<file path="config.mk">
export PLATFORM = sky130hd
export DESIGN_NAME = seq_det_ctrl
export DESIGN_NICKNAME = d
export VERILOG_FILES = /design/src/rtl/seq_det_ctrl.sv
export SDC_FILE = /design/constraint.sdc
export NUM_CORES = 1
export LEC_CHECK = 0
export BUFFER_PORTS_ARGS = -buffer_cell sky130_fd_sc_hd__buf_2
export CAP_MARGIN = 40
export CORE_AREA = 2 2 62 64
export DETAILED_ROUTE_END_ITERATION = 7
export DIE_AREA = 0 0 64 66
export PLACE_DENSITY = 0.63
export SETUP_SLACK_MARGIN = 0.3
export SLEW_MARGIN = 10
export SYNTH_ARGS = -nofsm -noshare
export SYNTH_HDL_FRONTEND = slang
export SYNTH_SLANG_ARGS = --single-unit
</file>
<file path="constraint.sdc">
create_clock -name Clk -period 2.2 [get_ports Clk]
set_input_delay 0 -clock Clk [delete_from_list [all_inputs] [get_ports Clk]]
set_output_delay 0 -clock Clk [all_outputs]
set_load 0.02 [all_outputs]
</file>
<file path="src/rtl/seq_det_ctrl.sv">
// Serial-job controller that feeds a sequence detector and counts its matches per job.
// Define SEQ_DET_CTRL_ABORT_EN to add the abort input that cancels a running job.
module seq_det_ctrl #(
  parameter int WIDTH = 8,
  parameter int DRAIN = 3,
  parameter int CNT_W = 4
) (
  input  logic             Clk,
  input  logic             Rst,
  input  logic             req0,
  input  logic             req1,
  input  logic [WIDTH-1:0] data0,
  input  logic [WIDTH-1:0] data1,
`ifdef SEQ_DET_CTRL_ABORT_EN
  input  logic             abort,
`endif
  output logic             ack0,
  output logic             ack1,
  output logic             det_b,
  output logic             det_rst,
  input  logic             det_w,
  output logic             busy,
  output logic             done,
  output logic             done_id,
  output logic [CNT_W-1:0] hits
);

  // state   | meaning
  // S_IDLE  | waiting for a request; grant issued here
  // S_CLR   | detector held in reset, hit counter cleared
  // S_SHIFT | captured word driven onto det_b, MSB first
  // S_DRAIN | zeros fed so patterns ending at the LSB still complete
  // S_DONE  | done pulse, hits/done_id published
  typedef enum logic [2:0] {S_IDLE, S_CLR, S_SHIFT, S_DRAIN, S_DONE} state_t;

  localparam int TMAX = (WIDTH > DRAIN) ? WIDTH : DRAIN;
  localparam int TW   = $clog2(TMAX);
  localparam logic [TW-1:0] SHIFT_LD = TW'(WIDTH - 1);
  localparam logic [TW-1:0] DRAIN_LD = TW'(DRAIN - 1);

  state_t           state_q;
  logic             last_grant_q;
  logic [WIDTH-1:0] word_q;
  logic             id_q;
  logic [TW-1:0]    tmr_q;
  logic [CNT_W-1:0] hit_cnt_q;
  logic [CNT_W-1:0] hit_cnt_d;
  logic [CNT_W-1:0] hits_q;
  logic             done_q;
  logic             done_id_q;
  logic             busy_q;
  logic             det_b_q;
  logic             det_rst_q;
  logic             grant_vld;
  logic             grant_sel;
  logic             abort_hit;

  always_comb begin
    grant_vld = Rst && (state_q == S_IDLE) && (req0 || req1);
    grant_sel = (req0 && req1) ? ~last_grant_q : req1;
    hit_cnt_d = (det_w && (hit_cnt_q != '1)) ? hit_cnt_q + CNT_W'(1) : hit_cnt_q;
  end

`ifdef SEQ_DET_CTRL_ABORT_EN
  assign abort_hit = abort && ((state_q == S_CLR) || (state_q == S_SHIFT) ||
                               (state_q == S_DRAIN));
`else
  assign abort_hit = 1'b0;
`endif

  // Grant is decided in the IDLE cycle itself so the word is captured on the
  // edge that closes the ack pulse; the requester sees ack while still in IDLE.
  assign ack0    = grant_vld && !grant_sel;
  assign ack1    = grant_vld && grant_sel;
  assign det_b   = det_b_q;
  assign det_rst = det_rst_q || abort_hit;
  assign busy    = busy_q;
  assign done    = done_q;
  assign done_id = done_id_q;
  assign hits    = hits_q;

  always_ff @(posedge Clk or negedge Rst) begin
    if (!Rst) begin
      state_q      <= S_IDLE;
      last_grant_q <= 1'b1;
      word_q       <= '0;
      id_q         <= 1'b0;
      tmr_q        <= '0;
      hit_cnt_q    <= '0;
      hits_q       <= '0;
      done_q       <= 1'b0;
      done_id_q    <= 1'b0;
      busy_q       <= 1'b0;
      det_b_q      <= 1'b0;
      det_rst_q    <= 1'b1;
    end else begin
      done_q    <= 1'b0;
      det_b_q   <= 1'b0;
      det_rst_q <= 1'b0;
      if (abort_hit) begin
        state_q <= S_IDLE;
        busy_q  <= 1'b0;
      end else begin
        case (state_q)
          S_IDLE: begin
            if (grant_vld) begin
              word_q       <= grant_sel ? data1 : data0;
              id_q         <= grant_sel;
              last_grant_q <= grant_sel;
              det_rst_q    <= 1'b1;
              busy_q       <= 1'b1;
              state_q      <= S_CLR;
            end
          end
          S_CLR: begin
            hit_cnt_q <= '0;
            det_b_q   <= word_q[WIDTH-1];
            word_q    <= {word_q[WIDTH-2:0], 1'b0};
            tmr_q     <= SHIFT_LD;
            state_q   <= S_SHIFT;
          end
          S_SHIFT: begin
            hit_cnt_q <= hit_cnt_d;
            if (tmr_q == '0) begin
              tmr_q   <= DRAIN_LD;
              state_q <= S_DRAIN;
            end else begin
              tmr_q   <= tmr_q - TW'(1);
              det_b_q <= word_q[WIDTH-1];
              word_q  <= {word_q[WIDTH-2:0], 1'b0};
            end
          end
          S_DRAIN: begin
            hit_cnt_q <= hit_cnt_d;
            if (tmr_q == '0) begin
              hits_q    <= hit_cnt_d;
              done_id_q <= id_q;
              done_q    <= 1'b1;
              state_q   <= S_DONE;
            end else begin
              tmr_q <= tmr_q - TW'(1);
            end
          end
          S_DONE: begin
            busy_q  <= 1'b0;
            state_q <= S_IDLE;
          end
          default: begin
            busy_q  <= 1'b0;
            state_q <= S_IDLE;
          end
        endcase
      end
    end
  end

endmodule

</file>
# After elaboration in Yosys (flattened, before gate mapping)
# Cells that the tools add are included.
dict set report totals {
  regBits 29
  input_bits 21
  elab_cells 68
  output_inout_bits 11
}
dict set report op_classes {
  n_reduce_logical 21
  n_addsub 2
  eq_ne 9
  bitwise 2
  n_mux 22
}
# operator count
set op_table {}
lappend op_table {{$mux W8} 3}
lappend op_table {{$pmux W8 S3} 1}
lappend op_table {{$mux W3} 5}
lappend op_table {{$pmux W3 S4} 1}
lappend op_table {{$ne A2 B2 Y1 const B} 5}
lappend op_table {{$pmux W3 S3} 1}
lappend op_table {{$pmux W4 S2} 1}
lappend op_table {{$reduce_and A2 Y1} 4}
lappend op_table {{$mux W1} 7}
lappend op_table {{$eq A3 B2 Y1 const B} 2}
lappend op_table {{$logic_and A1 B1 Y1} 6}
lappend op_table {{$logic_not A3 Y1} 2}
lappend op_table {{$reduce_and A3 Y1} 2}
lappend op_table {{$reduce_bool A3 Y1} 2}
lappend op_table {{$add A4 B1 Y4 const B} 1}
lappend op_table {{$mux W4} 1}
lappend op_table {{$ne A4 B4 Y1 const B} 1}
lappend op_table {{$pmux W1 S2} 2}
lappend op_table {{$eq A3 B1 Y1 const B} 1}
lappend op_table {{$reduce_or A3 Y1} 1}
lappend op_table {{$sub A3 B1 Y3 const B} 1}
lappend op_table {{$not A1 Y1} 2}
lappend op_table {{$reduce_bool A2 Y1} 1}
lappend op_table {{$reduce_or A2 Y1} 1}
lappend op_table {{other kinds (2)} 2}

# Logic depth before layout (Yosys ltp)
# Gate-level depths: netlist of run 1.
dict set report logic_depth {
  depth_word 5
  depth_mapped 7
  mapped_depth_nobuf 7
}

# Least setup slack after synthesis of run 1
# OpenSTA, ideal clock, no wires.
dict set report synth_path {
  kind {register -> register}
  startpoint {register tmr_q[0]}
  endpoint {register word_q[1]}
  setup_slack_ns 0.629
  stages_incl_launch_ff 8
  t_arrival_ns 1.446
  setup_time_ns 0.126
  period_less_slack_ns 1.571
  path_cell_list {dfrtp_1 -> inv_1 -> ha_1 -> nor2b_1 -> a221o_1 -> buf_2 -> nand2_1 -> o21ai_1}
}
dict set report synth_between {
  elab_chain_cells 3
}
# element line_no
set synth_lines {}
lappend synth_lines {{from (decl)} 45} ;# logic [TW-1:0] tmr_q;
lappend synth_lines {{from (signal assigned)} 128} ;# tmr_q <= tmr_q - TW'(1);
lappend synth_lines {{from (signal assigned)} 141} ;# tmr_q <= tmr_q - TW'(1);
lappend synth_lines {{$logic_not A3 Y1} 124} ;# if (tmr_q == '0) begin
lappend synth_lines {{$ne A2 B2 Y1 (no line)} -}
lappend synth_lines {{$reduce_and A3 Y1 (no line)} -}
lappend synth_lines {{to (signal assigned)} 107} ;# word_q <= grant_sel ? data1 : data0;
lappend synth_lines {{to (signal assigned)} 118} ;# word_q <= {word_q[WIDTH-2:0], 1'b0};
lappend synth_lines {{to (signal assigned)} 130} ;# word_q <= {word_q[WIDTH-2:0], 1'b0};
lappend synth_lines {{to (decl)} 43} ;# logic [WIDTH-1:0] word_q;
# No other way between the ends.
# A chain may end at the register's enable or synchronous reset.

# Worst setup path in the final report of run 1
dict set report layout_path {
  startpoint {register state_q[1]}
  endpoint {output ack1}
}
dict set report layout_between {
  elab_chain_cells 4
}
# element line_no
set layout_lines {}
lappend layout_lines {{from (decl)} 41} ;# state_t state_q;
lappend layout_lines {{from (signal assigned)} 84} ;# state_q <= S_IDLE;
lappend layout_lines {{from (signal assigned)} 101} ;# state_q <= S_IDLE;
lappend layout_lines {{from (signal assigned)} 112} ;# state_q <= S_CLR;
lappend layout_lines {{$logic_not A3 Y1} 59} ;# grant_vld = Rst && (state_q == S_IDLE) && (req0 || req1);
lappend layout_lines {{$logic_and A1 B1 Y1 (2 in series)} 59}
lappend layout_lines {{$logic_and A1 B1 Y1} 74} ;# assign ack1 = grant_vld && grant_sel;
lappend layout_lines {{to (decl)} 18} ;# output logic ack1,
# No other way between the ends.

==> flow_summary.yaml, run 1 <==
critical_path:
  ff2ff_setup_slack_ns: 0.51
  slowest_stage: "or4_4"
  timing.rr.end: "word_q[5]$_DFFE_PN0P_"
  critPathBufInv: 2
  critPathLaunch: "state_q[1]$_DFFE_PN0P_"
  setup.worst_path.start_class: "register"
  cp_top_family: "simple AND/OR/NAND/NOR gates"
  required_ns: 2.20
  crit_chain: "buf_4 -> or4_4 -> nor2b_4 -> buf_2"
  slowest_delay_ns: 0.54
  crit_fanout: 10
  critical_path_arrival_ns: 1.77
  critical_path_class: "register to primary output"
  reg2regPathDepth: 7
  cp_num_cells: 4
  worstReg2RegStart: "tmr_q[0]$_DFFE_PN0P_"
  cp-end-kind: "primary output"
  worstSetupEndpoint: "ack1"
timing:
  fin_tns_setup_ns: 0
  slew_headroom: 0.694
  grt_setup_unrepaired: "false"
  final.setup_skew_ns: 0.0141
  setup_ws_ns: 0.428
  setup-violations-final: 0
  period_minus_slack_ns: 1.77
  tightestPinTransition_ns: 0.454
  fmax_mhz: 564
  finalHoldViolCount: 0
  drv_slew: 0
  fin_crit_sh: 0.806
  hold_slack_ns: 0.0567
global_routing:
  grt_pass1_vias: 1107
  grt_usage: 0.156
  grt_antenna_before_repair: 0
  grt_max_degree: 30
  grt_overflow: 0
  grt_pass1_wl_um: 5000
job:
  maxCapViolations: 0
place:
  place.gp.congestion: 0.718
  dp.cells: 222
  hpwlAfterDp_um: 2190
  io_buffers: 31
  dp_slack_ns: 0.348
floorplan:
  coreArea_mm2: 0.00355
  die_y_um: 66
  start_util: 0.427
  row_count: 22
  die_x_um: 64
  io_pins: 32
  die_area_mm2: 0.00422
power:
  p_seq_frac: 0.382
  p_sw_frac: 0.385
  cellPowerDensity_mw_per_mm2: 1370
  p_leak_nw: 0.942
  clkPwrFrac: 0.146
  p_int_mw: 1.54
  power_mw: 2.51
  ir_drop_uv: 472
  p_sw_uw: 966
  combPwrFrac: 0.472
clock_network:
  cts_sinks: 29
  clkTransAtPathRegs_ns: 0.09
  cts_buffers: 5
  clk_path_buf_depth: 2
  cts_tree: "built"
  cts-root-buf: "clkbuf_4"
  clk_latency_ns: 0.33
  cts_max_level: 2
detailed_routing:
  wl_um: 2890
  drc: 0
  drt-wirelength-per-cell_um: 12.3
  ant_nets: 0
  vias: 1174
  drtIter0Drc: 59
  first_pass_iters: 4
  vias_per_cell: 5.00
cells_and_area:
  layout-drive-gt1-share: 0.337
  antenna_cells: 0
  fin_cells: 235
  fill_cells: 314
  layout_common_cells: "buf_2 (31), dfrtp_1 (26), nand2_1 (19)"
  final_common_cell: "buf_2"
  nNetsFinal: 210
  syn2layout_area_growth_pct: 20.4
synth:
  syn_area_mm2: 0.00152
  synth.yosys.warnings: 0
  synth_fp_nets: 172
  synth_top_area_share: 0.445
  yosysTopAreaCell: "dfrtp_1"
  synth_seq_cells: 29
  yosysUniqueCellTypes: 36
  syn_inst: 148
  seq_area_frac_synth: 0.480
  syn_area_per_cell_um2: 10.3
  ys_top_cells_by_area: "dfrtp_1 (45%), mux2_2 (6.7%), mux2i_1 (5.3%)"
hold_path:
  hold_class: "primary input to register"
run_status:
  outcome: "completed"
-- cell type report --
cell class / count / area [µm²] / share of cell area
sequential: 29 / 729 / 0.399
clock buffer: 7 / 65.1 / 0.0356
timing repair buffer: 40 / 238 / 0.130
clock inverter: 1 / 5.00 / 0.00274
multi-input combinational: 104 / 708 / 0.387
inverter: 6 / 22.5 / 0.0123
tap: 48 / 60.1 / 0.0329
-- worst register-to-register path, cell delays in order, from the launching register on --
cell	delay (ns)
dfrtp_1	0.39
inv_1	0.08
ha_1	0.22
nor2b_1	0.17
a221o_2	0.43
buf_12	0.16
nand2_1	0.06
o21ai_1	0.06
-- synth_stat cells, drive strengths merged --
master	n
clkbuf	4
nor2	8
dfstp	2
or4	1
o22a	1
a211oi	2
nand2b	5
nand4	1
nor3b	1
and3b	2
inv	6
nand2	19
a31oi	1
nor2b	4
mux2i	8
o31ai	1
o21a	1
a21boi	2
or2	1
a21o	4
o21ai	15
a22o	3
xor2	1
mux2	9
nand3	2
buf	5
dfrtp	27
a22oi	1
a21oi	4
ha	3
a221o	1
o2bb2ai	3
-- through the flow --
stage                     utilization  instance area, µm²
after global placement          0.480                1700
after floorplan                     -                1520
after detailed placement        0.480                1700
after CTS                       0.502                1780
after global routing            0.515                1830
final                           0.515                1830
-- power groups by stage --
| stage | clock, mW | sequential (mW) | combinational [mW] |
|---|---|---|---|
| after CTS | 0.379 | 0.964 | 1.09 |
| after global routing | 0.412 | 0.997 | 1.34 |
| after global placement | 0 | 0.954 | 1.05 |
| after floorplan | 0 | 0.993 | 0.823 |
| final | 0.366 | 0.959 | 1.18 |
| after detailed placement | 0 | 0.976 | 1.09 |
-- sequential cells by signal, summed over array words and instances (netlist names) --
name	cells
det_rst	1
done_id	1
tmr_q	3
hits	4
last_grant_q	1
word_q	8
done	1
id_q	1
hit_cnt_q	4
state_q	3
busy	1
det_b	1
-- cells by family after synthesis --
| kind of cell | Yosys count | share of synthesized area |
|---|---|---|
| flops | 29 | 0.480 |
| mux | 17 | 0.120 |
| fa+ha+maj | 3 | 0.0247 |
| xor+xnor | 1 | 0.00577 |
| simple gates | 44 | 0.148 |
| compound gates | 39 | 0.168 |
| buf+inv | 15 | 0.0544 |
-- metal layers --
| layer | up-vias | global-route usage | part of all wire |
|---|---|---|---|
| li1 | 594 | - | - |
| met1 | 550 | 0.206 | 0.45 |
| met2 | 25 | 0.234 | 0.49 |
| met3 | 5 | 0.0375 | 0.042 |
| met4 | 0 | 0.0870 | 0.020 |
| met5 | - | 0 | 0 |
-- how the worst min path moves through the flow --
stage              from                     to  slack [ns]  depth (start not counted)
2_1_floorplan       Rst       busy$_DFFE_PN0P_       -0.30                          0
3_5_place_dp        Rst         done$_DFF_PN0_        0.05                          2
6_report       data0[0]  word_q[0]$_DFFE_PN0P_        0.06                          4
5_1_grt           det_w    hits[2]$_DFFE_PN0P_        0.07                          3
4_1_cts        data0[0]  word_q[0]$_DFFE_PN0P_        0.05                          4
3_3_place_gp        Rst         done$_DFF_PN0_        0.04                          2
-- timing repair --
| action | in CTS | in global routing |
|---|---|---|
| buffers inserted | 0 | 4 |
| setup endpoints to repair | 0 | 10 |
| hold buffers | 1 | 0 |
| endpoints found under the hold margin | 29 | 0 |
| gates resized for setup | 0 | 2 |
Note: power is estimated with default switching activity, not from simulation.
==> inputs of run 2 (changes only) <==
--- a/config.mk
+++ b/config.mk
@@ -10,7 +10,7 @@
 export CORE_AREA = 2 2 62 64
 export DETAILED_ROUTE_END_ITERATION = 7
 export DIE_AREA = 0 0 64 66
-export PLACE_DENSITY = 0.63
+export PLACE_DENSITY = 0.66
 export SETUP_SLACK_MARGIN = 0.3
 export SLEW_MARGIN = 10
 export SYNTH_ARGS = -nofsm -noshare
==> constraint.sdc (replaced) <==
create_clock -name Clk -period 1.6 [get_ports Clk]
set_input_delay 0 -clock Clk [delete_from_list [all_inputs] [get_ports Clk]]
set_output_delay 0 -clock Clk [all_outputs]
set_load 0.02 [all_outputs]
==> flow_summary.yaml, run 2 (synthesis gave the netlist of run 1 again) <==
floorplan:
  die_x_um: 64
  io_pins: 32
  row_count: 22
  die_area_mm2: 0.00422
  coreArea_mm2: 0.00355
  die_y_um: 66
  start_util: 0.427
critical_path:
  setup.worst_path.start_class: "register"
  critical_path_class: "register to primary output"
  crit_chain: "or4_4 -> nor2b_4 -> buf_6"
  critPathLaunch: "state_q[0]$_DFFE_PN0P_"
  crit_fanout: 5
  worstReg2RegStart: "state_q[0]$_DFFE_PN0P_"
  cp-end-kind: "primary output"
  slowest_stage: "or4_4"
  slowest_delay_ns: 0.54
  critical_path_arrival_ns: 1.60
  required_ns: 1.60
cells_and_area:
  syn2layout_area_growth_pct: 46.8
  largest_register: "word_q"
  antenna_cells: 0
  layout-drive-gt1-share: 0.617
  largest_register_ff_count: 8
  final_common_cell: "buf_2"
  nNetsFinal: 233
  layout_common_cells: "buf_2 (30), dfrtp_1 (25), buf_4 (19)"
global_routing:
  grt_antenna_before_repair: 0
  grt_overflow: 0
  grt_pass1_wl_um: 5660
  grt_usage: 0.174
  grt_max_degree: 30
  grt_pass1_vias: 1293
clock_network:
  cts-root-buf: "clkbuf_4"
  cts_buffers: 5
  clk_latency_ns: 0.33
  clk_path_buf_depth: 2
  cts_max_level: 2
  clkTransAtPathRegs_ns: 0.09
  cts_tree: "built"
  cts_sinks: 29
power:
  p_seq_frac: 0.310
  ir_drop_uv: 1010
  cellPowerDensity_mw_per_mm2: 1930
  combPwrFrac: 0.586
  p_sw_mw: 1.72
  p_sw_frac: 0.401
  power_mw: 4.29
  clkPwrFrac: 0.104
  p_leak_nw: 1.10
  p_int_mw: 2.57
detailed_routing:
  vias_per_cell: 5.05
  ant_nets: 0
  drt-wirelength-per-cell_um: 14.4
  drc: 0
  first_pass_iters: 4
  drtIter0Drc: 34
  wl_um: 3690
  vias: 1298
hold_path:
  min-delay-start: "data0[0]"
  hold_class: "primary input to register"
timing:
  finalHoldViolCount: 0
  tightestPinTransition_ns: 0.393
  fmax_mhz: 625
  setup_ws_ns: -0.000478
  slew_headroom: 0.735
  fin_tns_setup_ns: -0.000478
  setup-violations-final: 1
  final.setup_skew_ns: 0.00808
  grt_setup_unrepaired: "true"
  period_minus_slack_ns: 1.60
  drv_slew: 0
  fin_crit_sh: 1.00
place:
  dp_slack_ns: 0.0746
  place.gp.congestion: 0.763
  hpwlAfterDp_um: 2230
  io_buffers: 31
run_status:
  violations: "negative setup slack"
  outcome: "finished, violations left"
job:
  maxCapViolations: 0
## run 2: worst paths after layout
check | end | slack [ns] | cells after the start
min in group asynchronous | word_q[3]$_DFFE_PN0P_ | 0.23 | 3
max in group asynchronous | last_grant_q$_DFFE_PN1P_ | 1.06 | 3
min | word_q[0]$_DFFE_PN0P_ | 0.04 | 4
max reg2reg | id_q$_DFFE_PN0P_ | 0.04 | 6
max | ack1 | -0.0005 | 3
min reg2reg | done_id$_DFFE_PN0P_ | 0.47 | 2
## run 2: layout make-up
type	instances	area, µm²
multi-input combinational	105	922
inverter	6	22.5
timing repair buffer	62	438
sequential	29	731
tap	48	60.1
clock buffer	7	55.1
fill	290	1320
## run 2: routing by layer
metal | share of wire | routed length [µm] | up-vias | global-route usage
li1 | - | - | 641 | -
met1 | 0.41 | 1500 | 628 | 0.191
met2 | 0.54 | 1990 | 23 | 0.323
met3 | 0.044 | 164 | 6 | 0.0494
met4 | 0.012 | 44 | 0 | 0.0571
met5 | 0 | 0 | - | 0
## run 2: stage by stage
| stage | utilization | std cells | cell area, µm² | hold slack, ns |
|---|---|---|---|---|
| 5_1_grt | 0.628 | 257 | 2230 | 0.0648 |
| 4_1_cts | 0.570 | 250 | 2020 | 0.0499 |
| 3_5_place_dp | 0.494 | 225 | 1750 | 0.0611 |
| 3_3_place_gp | 0.494 | 225 | 1750 | 0.0537 |
| 2_1_floorplan | - | 148 | 1560 | -0.296 |
| 6_report | 0.628 | 257 | 2230 | 0.0450 |
## run 2: repair_timing
action                                  4_1_cts  5_1_grt
endpoints found under the setup margin       24       25
resized for setup                            24       51
cloned                                        2        1
hold buffers                                  1        0
pin swaps                                     9       22
hold endpoints to repair                     27        0
buffers inserted                             15        6
## run 2: power groups by stage
stage	Sequential (mW)	Clock (mW)	Combinational [mW]
2_1_floorplan	1.38	0	1.20
3_3_place_gp	1.32	0	1.56
3_5_place_dp	1.33	0	1.61
4_1_cts	1.30	0.455	2.03
5_1_grt	1.36	0.484	2.73
6_report	1.33	0.445	2.51
## run 2: worst max-delay path: cells and delay by family (launching register included)
family        cells  cell delay (ns)
buf+inv           1             0.13
flops             1             0.44
simple gates      2             0.70
==> inputs of run 3 (changes only) <==
--- a/config.mk
+++ b/config.mk
@@ -7,12 +7,12 @@
 export LEC_CHECK = 0
 export BUFFER_PORTS_ARGS = -buffer_cell sky130_fd_sc_hd__buf_2
 export CAP_MARGIN = 40
-export CORE_AREA = 2 2 62 64
+export CORE_AREA = 2 2 57 69
 export DETAILED_ROUTE_END_ITERATION = 7
-export DIE_AREA = 0 0 64 66
-export PLACE_DENSITY = 0.66
+export DIE_AREA = 0 0 59 71
+export PLACE_DENSITY = 0.63
 export SETUP_SLACK_MARGIN = 0.3
-export SLEW_MARGIN = 10
+export SLEW_MARGIN = 25
 export SYNTH_ARGS = -nofsm -noshare
 export SYNTH_HDL_FRONTEND = slang
 export SYNTH_SLANG_ARGS = --single-unit
==> constraint.sdc (replaced) <==
create_clock -name Clk -period 1.7 [get_ports Clk]
set_input_delay 0 -clock Clk [delete_from_list [all_inputs] [get_ports Clk]]
set_output_delay 0 -clock Clk [all_outputs]
set_load 0.02 [all_outputs]
==> flow_summary.yaml, run 3 (synthesis gave the netlist of run 1 again) <==
timing:
  period_minus_slack_ns: 1.53
  setup-violations-final: 0
  slew_headroom: 0.690
  setup_ws_ns: 0.173
  hold_slack_ns: 0.107
  fin_tns_setup_ns: 0
  final.setup_skew_ns: 0.00415
  grt_setup_unrepaired: "true"
  tightestPinTransition_ns: 0.459
  fin_crit_sh: 0.898
  fmax_mhz: 655
  drv_slew: 0
  finalHoldViolCount: 0
job:
  maxCapViolations: 0
place:
  placed_area_mm2: 0.00173
  hpwlAfterDp_um: 2350
  io_buffers: 31
  place.gp.congestion: 0.794
  dp_slack_ns: 0.148
critical_path:
  crit_chain: "or4_4 -> nor2b_4 -> buf_6"
  setup.worst_path.start_class: "register"
  slowest_stage: "or4_4"
  critical_path_class: "register to primary output"
  critical_path_arrival_ns: 1.53
  worstReg2RegStart: "state_q[1]$_DFFE_PN0P_"
  cp-end-kind: "primary output"
  required_ns: 1.70
  slowest_delay_ns: 0.59
  crit_fanout: 5
  reg2regPathDepth: 5
  ff2ff_setup_slack_ns: 0.22
  timing.rr.end: "last_grant_q$_DFFE_PN1P_"
cells_and_area:
  largest_register_ff_count: 8
  layout-drive-gt1-share: 0.515
  final_common_cell: "buf_2"
  largest_register: "word_q"
  syn2layout_area_growth_pct: 40.6
  layout_common_cells: "buf_2 (30), dfrtp_1 (24), buf_4 (19)"
  final_area_mm2: 0.00213
  nNetsFinal: 225
  antenna_cells: 0
clock_network:
  cts_tree: "built"
  clk_path_buf_depth: 2
  cts_buffers: 5
  cts_sinks: 29
  cts_max_level: 2
  clk_latency_ns: 0.27
  cts-root-buf: "clkbuf_8"
  clkTransAtPathRegs_ns: 0.06
detailed_routing:
  drc: 0
  vias_per_cell: 5.26
  first_pass_iters: 4
  wl_um: 3520
  drtIter0Drc: 18
  drt-wirelength-per-cell_um: 14.6
  ant_nets: 0
  vias: 1267
hold_path:
  whs_path_depth: 4
  min-delay-start: "data0[0]"
  hold_class: "primary input to register"
  holdPathEnd: "word_q[0]$_DFFE_PN0P_"
global_routing:
  grt_overflow: 0
  grt_antenna_before_repair: 0
  grt_usage: 0.183
  gr-max-usage-layer: "met2"
  grt_max_degree: 30
  grt_use_met2: 0.343
  grt_pass1_vias: 1356
  grt_pass1_wl_um: 5780
  grtUsageMet1: 0.182
  grt.met3_usage: 0.0402
floorplan:
  start_util: 0.428
  die_x_um: 59
  die_area_mm2: 0.00419
  coreArea_mm2: 0.00354
  io_pins: 32
  die_y_um: 71
  row_count: 24
power:
  p_leak_nw: 1.07
  cellPowerDensity_mw_per_mm2: 1880
  ir_drop_uv: 1230
run_status:
  outcome: "completed"
## run 3: report_power, final
part           switching [mW]  internal (mW)  total, mW
logic                    1.04          0.988       2.03
clock network           0.251          0.476      0.726
registers               0.235           1.02       1.25
total                    1.53           2.48       4.01
## run 3: cell type report
class	count	area [µm²]
fillers	303	1410
flip-flops and latches	29	732
inverters	6	22.5
clock inverters	2	37.5
clock buffers	6	82.6
repair buffers	54	348
multi-input cells	105	862
well taps	39	48.8
## run 3: worst max-delay path, delay by kind of cell, from the launching register on
kind          cells  cell delay (ns)
simple gates      2             0.74
flops             1             0.40
buf+inv           1             0.12
## run 3: routing by layer
metal  routed length, µm  share of wire
met1                1360           0.39
met2                1970           0.56
met3                 111          0.032
met4                  73          0.021
met5                   0              0
## run 3: repair_timing
action,in CTS,in global routing
setup buffers,10,4
resized for setup,28,21
endpoints found under the setup margin,17,22
pin swaps,4,8
cloned,1,1
endpoints found under the hold margin,27,0
hold buffers,1,0
## run 3: stage by stage
stage / util / total power, mW / cells
detailed placement: 0.489 / 2.77 / 216
finish: 0.602 / 4.01 / 241
global route: 0.602 / 4.31 / 241
CTS: 0.570 / 3.83 / 236
global placement: 0.489 / 2.70 / 216
floorplan: - / 2.41 / 148
## run 3: worst max path at each step
stage          slack, ns              startpoint               endpoint
3_3_place_gp        0.22    tmr_q[0]$_DFFE_PN0P_  word_q[1]$_DFFE_PN0P_
2_1_floorplan       0.24    tmr_q[0]$_DFFE_PN0P_  word_q[1]$_DFFE_PN0P_
6_report            0.17  state_q[1]$_DFFE_PN0P_                   ack1
4_1_cts             0.16  state_q[1]$_DFFE_PN0P_                   ack1
3_5_place_dp        0.15    tmr_q[0]$_DFFE_PN0P_  word_q[5]$_DFFE_PN0P_
5_1_grt             0.12  state_q[0]$_DFFE_PN0P_                   ack1
